--- src/rtl/clarvi_mem_arbiter.sv ---
// Shares one Avalon-MM style memory master between instruction fetch and load/store,
// routing returned read data back to the requester that issued each read.
module clarvi_mem_arbiter #(
    parameter int ADDR_WIDTH   = 16,
    parameter int DATA_WIDTH   = 32,
    parameter int MAX_PENDING  = 2,
    parameter int STARVE_LIMIT = 4
) (
    input  logic                    clock,
    input  logic                    reset,
    input  logic [ADDR_WIDTH-1:0]   instr_address,
    input  logic                    instr_read,
    output logic                    instr_wait,
    output logic [DATA_WIDTH-1:0]   instr_read_data,
    output logic                    instr_read_data_valid,
    input  logic [ADDR_WIDTH-1:0]   main_address,
    input  logic [DATA_WIDTH/8-1:0] main_byte_enable,
    input  logic                    main_read,
    input  logic                    main_write,
    input  logic [DATA_WIDTH-1:0]   main_write_data,
    output logic                    main_wait,
    output logic [DATA_WIDTH-1:0]   main_read_data,
    output logic                    main_read_data_valid,
    output logic [ADDR_WIDTH-1:0]   mem_address,
    output logic [DATA_WIDTH/8-1:0] mem_byte_enable,
    output logic                    mem_read,
    output logic                    mem_write,
    output logic [DATA_WIDTH-1:0]   mem_write_data,
    input  logic                    mem_wait,
    input  logic [DATA_WIDTH-1:0]   mem_read_data,
    input  logic                    mem_read_data_valid,
    output logic                    protocol_error
);

    localparam int CW = $clog2(MAX_PENDING + 1);
    localparam int SW = $clog2(STARVE_LIMIT + 1);
    localparam logic [CW-1:0] FIFO_FULL   = CW'(MAX_PENDING);
    localparam logic [SW-1:0] STARVE_MAX  = SW'(STARVE_LIMIT);
    localparam logic          SRC_MAIN    = 1'b0;
    localparam logic          SRC_INSTR   = 1'b1;

    typedef enum logic [1:0] {IDLE, LOCK_INSTR, LOCK_MAIN} state_e;

    state_e                 state_q, state_d;
    logic [CW-1:0]          count_q, count_d;
    logic [SW-1:0]          starve_q, starve_d;
    logic                   protocol_error_q, protocol_error_d;
    logic [MAX_PENDING-1:0] fifo_q, fifo_d;

    logic pop, push, push_src, read_ok, instr_req, main_req;
    logic grant_instr, grant_main;

    // Read data is shared; the per-requester valids do the routing.
    assign instr_read_data = mem_read_data;
    assign main_read_data  = mem_read_data;
    assign protocol_error  = protocol_error_q;

    // NOTE: every combinational output gets a default first so no latch is inferred.
    always_comb begin
        pop       = mem_read_data_valid && (count_q != '0);
        read_ok   = (count_q != FIFO_FULL) || pop;
        instr_req = instr_read && read_ok;
        main_req  = main_write || (main_read && read_ok);

        grant_instr = 1'b0;
        grant_main  = 1'b0;
        unique case (state_q)
            IDLE: begin
                if (instr_req && (!main_req || starve_q == STARVE_MAX)) grant_instr = 1'b1;
                else if (main_req)                                     grant_main  = 1'b1;
            end
            LOCK_INSTR: grant_instr = instr_req;
            LOCK_MAIN:  grant_main  = main_req;
            default: ;
        endcase

        mem_address     = '0;
        mem_byte_enable = '0;
        mem_read        = 1'b0;
        mem_write       = 1'b0;
        mem_write_data  = '0;
        if (grant_instr) begin
            mem_address     = instr_address;
            mem_byte_enable = '1;
            mem_read        = 1'b1;
        end else if (grant_main) begin
            mem_address     = main_address;
            mem_byte_enable = main_byte_enable;
            mem_read        = main_read;
            mem_write       = main_write;
            mem_write_data  = main_write_data;
        end

        instr_wait = instr_read && !(grant_instr && !mem_wait);
        main_wait  = (main_read || main_write) && !(grant_main && !mem_wait);

        push     = !mem_wait && (grant_instr || (grant_main && main_read));
        push_src = grant_instr ? SRC_INSTR : SRC_MAIN;

        state_d = state_q;
        unique case (state_q)
            IDLE: begin
                if (grant_instr && mem_wait)     state_d = LOCK_INSTR;
                else if (grant_main && mem_wait) state_d = LOCK_MAIN;
            end
            LOCK_INSTR: if (!grant_instr || !mem_wait) state_d = IDLE;
            LOCK_MAIN:  if (!grant_main  || !mem_wait) state_d = IDLE;
            default:    state_d = IDLE;
        endcase

        starve_d = starve_q;
        if (!instr_read || (grant_instr && !mem_wait))
            starve_d = '0;
        else if (state_q == IDLE && grant_main && starve_q != STARVE_MAX)
            starve_d = starve_q + 1'b1;

        // Shift-register FIFO of source ids: head at bit 0.
        fifo_d = pop ? (fifo_q >> 1) : fifo_q;
        for (int i = 0; i < MAX_PENDING; i++) begin
            if (push && i == int'(count_q) - (pop ? 1 : 0)) fifo_d[i] = push_src;
        end

        count_d = count_q;
        if (push && !pop)      count_d = count_q + 1'b1;
        else if (pop && !push) count_d = count_q - 1'b1;

        instr_read_data_valid = pop && (fifo_q[0] == SRC_INSTR);
        main_read_data_valid  = pop && (fifo_q[0] == SRC_MAIN);
        protocol_error_d      = protocol_error_q || (mem_read_data_valid && count_q == '0);
    end

    always_ff @(posedge clock) begin
        if (reset) begin
            state_q          <= IDLE;
            count_q          <= '0;
            starve_q         <= '0;
            protocol_error_q <= 1'b0;
        end else begin
            state_q          <= state_d;
            count_q          <= count_d;
            starve_q         <= starve_d;
            protocol_error_q <= protocol_error_d;
        end
    end

    // NOTE: FIFO storage needs no reset; count_q alone decides which entries are live.
    always_ff @(posedge clock) begin
        fifo_q <= fifo_d;
    end

endmodule

--- config.mk ---
export PLATFORM = sky130hd
export DESIGN_NAME = clarvi_mem_arbiter
export DESIGN_NICKNAME = d
export VERILOG_FILES = /design/src/rtl/clarvi_mem_arbiter.sv
export SDC_FILE = /design/constraint.sdc
export NUM_CORES = 1
export LEC_CHECK = 0
export ABC_AREA = 0
export CORE_AREA = 2 2 90 92
export CTS_BUF_LIST = sky130_fd_sc_hd__clkbuf_2 sky130_fd_sc_hd__clkbuf_4 sky130_fd_sc_hd__clkbuf_8
export CTS_CLUSTER_SIZE = 12
export DETAILED_ROUTE_END_ITERATION = 10
export DIE_AREA = 0 0 92 94
export GPL_TIMING_DRIVEN = 0
export PLACE_DENSITY = 0.72
export SETUP_SLACK_MARGIN = 0.02
export SYNTH_ARGS = -nofsm -noshare
export SYNTH_HDL_FRONTEND = slang
export SYNTH_SLANG_ARGS = --single-unit
--- constraint.sdc ---
create_clock -name clock -period 3.15 [get_ports clock]
set_input_delay 0.63 -clock clock [delete_from_list [all_inputs] [get_ports clock]]
set_output_delay 0.63 -clock clock [all_outputs]
set_load 0.02 [all_outputs]
Word-level counts from Yosys, hierarchy flattened
Cells that the tools add are included.
Cells by class
  add/subtract/negate cells: 4
  eq/ne operators: 9
  multiplexer cells: 27
  bitwise operators: 1
  reductions and logical operators: 48
Operator list (count)
  2-to-1 mux 32 bit: 2
  zero test 32 bit: 1
  2-to-1 mux 16 bit: 2
  logical AND 1 bit: 21
  2-to-1 mux 2 bit: 7
  2-to-1 mux 1 bit: 11
  zero test 1 bit: 9
  logical OR 1 bit: 9
  2-to-1 mux 4 bit: 2
  nonzero test 2 bit: 4
  != test 2 bit, second input constant: 3
  != test 3 bit, second input constant: 2
  case mux 2 bit (3 select lines): 1
  zero test 2 bit: 2
  case mux 1 bit (2 select lines): 2
  adder 3 x 1 -> 3 bit, second input constant: 1
  equality test 2 x 3 -> 1 bit, first input constant: 1
  equality test 3 bit, second input constant: 1
  AND reduction 3 bit: 1
  subtractor 2 x 1 -> 3 bit: 1
  adder 2 x 1 -> 2 bit, second input constant: 1
  equality test 2 x 1 -> 1 bit, second input constant: 1
  equality test 2 bit, second input constant: 1
  OR reduction 2 bit: 1
  other kinds (2): 2
Storage, ports and cells
  register bits after elaboration: 10
  input bits: 107
  logic and storage cells: 95

Longest topological paths before layout
  word-level depth: 17
  mapped depth: 11
  depth with buffers taken out: 10

Least setup slack after synthesis
OpenSTA, ideal clock, no wires.
  path type: input-to-reg
  start: input mem_read_data_valid
  end: register fifo_q[1], enable pin
  setup time: 0.303 ns
  arrival time: 2.038 ns
  data required time: 2.847 ns
  path slack: 0.809 ns
  stages: 6
  buffers on the path: 0
  cell sequence: o21ai_0 -> inv_1 -> ha_1 -> ha_1 -> or4b_2 -> o21ai_1
On the way
  cells in the longest elaborated chain, start to end: 14
  elaborated cells between the ends (all ways): 21
  classes of those cells: add/sub: 1; eq/ne: 1; mux: 6; reduce/logical: 13
RTL lines
  start, declared: line 31  | input logic mem_read_data_valid,
  logical AND 1 bit *: line 60  | pop = mem_read_data_valid && (count_q != '0);
  logical OR 1 bit: line 61  | read_ok = (count_q != FIFO_FULL) || pop;
  logical AND 1 bit: line 63  | main_req = main_write || (main_read && read_ok);
  logical OR 1 bit: line 63
  zero test 1 bit: line 69  | if (instr_req && (!main_req || starve_q == STARVE_MAX)) grant_instr = 1'b1;
  logical OR 1 bit: line 69
  logical AND 1 bit: line 69
  2-to-1 mux 1 bit: line 69
  case mux 1 bit (2 select lines): line 67  | unique case (state_q)
  logical AND 1 bit: line 97  | push = !mem_wait && (grant_instr || (grant_main && main_read));
  logical OR 1 bit: line 97
  logical AND 1 bit: line 97
  logical AND 1 bit: line 120  | if (push && i == int'(count_q) - (pop ? 1 : 0)) fifo_d[i] = push_src;
  nonzero test 2 bit (no source line) *
  end signal, assigned: line 148  | fifo_q <= fifo_d;
  end, declared: line 48  | logic [MAX_PENDING-1:0] fifo_q, fifo_d;
Mark *: on every way between the ends. The rest lies on a longest branch, timed or not.
A chain may end at the register's enable or synchronous reset.

Final worst setup path
  start: input instr_read
  end: output mem_address[11]
On the way
  cells in the longest elaborated chain, start to end: 6
  elaborated cells between the ends (all ways): 8
  classes of those cells: mux: 6; reduce/logical: 2
RTL lines
  start, declared: line 12  | input logic instr_read,
  logical AND 1 bit *: line 62  | instr_req = instr_read && read_ok;
  logical AND 1 bit: line 69
  2-to-1 mux 1 bit: line 69
  case mux 1 bit (2 select lines): line 67
  2-to-1 mux 16 bit: line 86  | end else if (grant_main) begin
  2-to-1 mux 16 bit *: line 82  | if (grant_instr) begin
  end, declared: line 24  | output logic [ADDR_WIDTH-1:0] mem_address,
Marks and branches as above.

==> impl_metrics.tcl <==
set metrics [dict create \
    status "finished clean" \
    max_freq_ghz 0.3302 \
    viasPerCell 3.926 \
    final_hold_viol_count 0 \
    vias 1975 \
    post_drt_wl_per_cell_um 13.69 \
    clkTransAtPathRegs_ns 0.05 \
    synth_seq_cells 10 \
    drt_first_iter_violations 33 \
    cts_buffers 3 \
    required_ns 2.52 \
    dr.pass1.iters 4 \
    port_buffers 197 \
    p_sw_uw 495.1 \
    die_w_um 92 \
    yosys_warnings 0 \
    maxSlewHeadroom 0.6605 \
    htree_levels 1 \
    area_growth_pct 132.2 \
    holdWs_ns 0.4723 \
    synthCells 198 \
    fin_crit_ns 3.028 \
    period_share 0.9614 \
    crit_fanout 10 \
    multi_input_area_um2 797.0 \
    cts_root_buf "clkbuf_8" \
    dieArea_um2 8648 \
    yosysUniqueCellTypes 38 \
    syn_nets 310 \
    rsz0062_at_grt "no" \
    tightest_slew_ns 0.5040 \
    cp-start-kind "input pin" \
    final-max-slew-violation-count 0 \
    fin_cells 503 \
    rows 32 \
    fin_skew_ns 0.007169 \
    ant_nets 0 \
    cap_violations 0 \
    seq_area_um2 220.2 \
    pwr-share-clk 0.125 \
    core_area_um2 7607 \
    p_per_area_nw_per_um2 326.5 \
    sw_frac_of_total 0.4117 \
    initial_core_util 0.2086 \
    grt_max_degree 11 \
    crit_arrival_ns 2.40 \
    p_leak_nw 1.724 \
    ir_drop_mv 0.1605 \
    postCtsHoldBufs 0 \
    cts_tree "yes" \
    cts.sink_count 10 \
    setup_violations 0 \
    drcViolationCount 0 \
    grt_pass1_wl_um 10130 \
    num-nets-final 514 \
    gr-usage-all-layers 0.1466 \
    combPwrFrac 0.708 \
    grt_pass1_vias 1984 \
    power.internal_uw 707.4 \
    seq_area_frac_synth 0.1388 \
    cts_buffer_depth 2 \
    drive_above_1_share 0.2145 \
    die_y_um 94 \
    critPathCaptureType "output pin" \
    fillers 746 \
    seqPwrFrac 0.167 \
    avgSynthCellArea_um2 8.013 \
    antenna_found_initial 0 \
    hp-class "reg -> reg" \
    routabilityCongestion 0.7641 \
    dp.cells 497 \
    num_io_pins 230 \
    grt_overflow 0 \
    critPathKind "in -> out" \
    antenna_cells 0 \
    dpl.hpwl_um 6137 \
    routed_wirelength_um 6885 \
    synth_area_um2 1587 \
    clk_latency_ns 0.24 \
]
==> final cells by class <==
type | instances | area share
inverter | 7 | 0.007133
timing repair buffer | 199 | 0.5197
tap | 102 | 0.03465
clock buffer | 4 | 0.01325
multi-input combinational | 110 | 0.2164
sequential | 10 | 0.05978
buffer | 71 | 0.1491
==> cells in the final DEF (no fill, tap or decap), types with 3 or more instances in the layout <==
cell / count
clkdlybuf4s50_1: 139
a22o_1: 16
ha_1: 5
nand2_1: 9
o21ai_1: 3
dlygate4sd2_1: 58
clkbuf_8: 3
dfxtp_1: 8
buf_6: 5
and2_1: 35
o21ai_0: 4
buf_4: 67
nor2_1: 9
inv_1: 7
==> worst paths after layout <==
check	slack (ns)	from	cells past startpoint	end
worst min-delay path	0.47	protocol_error$_SDFF_PP0_	2	protocol_error$_SDFF_PP0_
worst max-delay path	0.12	instr_read	6	mem_address[11]
worst max register to register	0.58	count_q[0]$_SDFFE_PP0P_	6	fifo_q[1]$_SDFFCE_PN0P_
worst min register to register	0.47	protocol_error$_SDFF_PP0_	2	protocol_error$_SDFF_PP0_
==> kinds of logic after synthesis <==
| kind of cell | count (synthesis) | share of synthesized area |
|---|---|---|
| AOI/OAI and AO/OA | 32 | 0.1656 |
| adders and majority gates | 5 | 0.03943 |
| buffers and inverters | 78 | 0.3628 |
| and+or+nand+nor | 68 | 0.2642 |
| DFF | 10 | 0.1388 |
| xor gates and xnor gates | 3 | 0.01656 |
| muxes | 2 | 0.01262 |
==> worst max-delay path, stage by stage <==
cell             delay (ns)
clkdlybuf4s50_1        0.52
nand2b_1               0.15
o31a_4                 0.42
buf_6                  0.16
a22o_1                 0.20
dlygate4sd2_1          0.33
==> stage by stage <==
step                instance area [um2]  utilization  worst slack [ns]  setup TNS, ns  total power [mW]
floorplan                          1587            -            0.8094              0            0.6857
global placement                   3686       0.4845           -0.4263         -14.70             1.093
detailed placement                 3686       0.4845           -0.4192         -16.07             1.114
CTS                                3684       0.4842           0.08700              0             1.215
global route                       3684       0.4842           0.06089              0             1.285
finish                             3684       0.4842            0.1217              0             1.203
==> cell usage after synthesis <==
cell      instances  share of area
buf_4            65           0.31
and2_1           35           0.14
a22o_1           16          0.088
nand2_1           9          0.021
nor2_1            9          0.021
dfxtp_1           8           0.10
inv_1             7          0.017
buf_6             5          0.035
ha_1              5          0.039
o21ai_0           4          0.013
o21ai_1           3         0.0095
a21oi_1           2         0.0063
edfxtp_1          2          0.038
mux2i_1           2          0.013
nand2b_1          2         0.0079
xor2_1            2          0.011
a211o_1           1         0.0055
a211oi_4          1          0.013
a31oi_1           1         0.0039
and2_4            1         0.0055
buf_2             1         0.0032
nand3_1           1         0.0032
nor2_2            1         0.0039
nor2b_1           1         0.0039
nor3_1            1         0.0032
nor3b_1           1         0.0047
nor3b_2           1         0.0079
nor4b_1           1         0.0055
nor4b_4           1          0.015
o21a_1            1         0.0047
o21ba_2           1         0.0063
o21bai_1          1         0.0047
o31a_4            1          0.011
or3_1             1         0.0039
or3b_1            1         0.0055
or4_4             1         0.0071
or4b_2            1         0.0063
xnor2_1           1         0.0055
==> power by group through the flow <==
stage | clock [mW] | combinational (mW) | sequential, mW
detailed placement | 0 | 0.915 | 0.199
global placement | 0 | 0.896 | 0.197
floorplan | 0 | 0.489 | 0.197
global route | 0.164 | 0.916 | 0.206
CTS | 0.153 | 0.861 | 0.200
finish | 0.151 | 0.851 | 0.201
==> sequential cells by signal, summed over array words and instances (netlist names) <==
| signal | count |
|---|---|
| protocol_error | 1 |
| count_q | 2 |
| fifo_q | 2 |
| state_q | 2 |
| starve_q | 3 |
==> metal layers <==
layer | track usage | vias up | wire [um] | part of all wire
met5 | 0 | - | 0 | 0
met4 | 0.02612 | 0 | 54 | 0.0078
met3 | 0.03692 | 7 | 517 | 0.075
met2 | 0.2880 | 106 | 3879 | 0.56
met1 | 0.1589 | 863 | 2434 | 0.35
li1 | - | 999 | - | -
==> what timing repair did <==
action | 4_1_cts | 5_1_grt
resized for setup | 59 | 0
endpoints found under the setup margin | 56 | 0
buffers inserted | 2 | 0
Note: power is estimated with default switching activity, not from simulation.
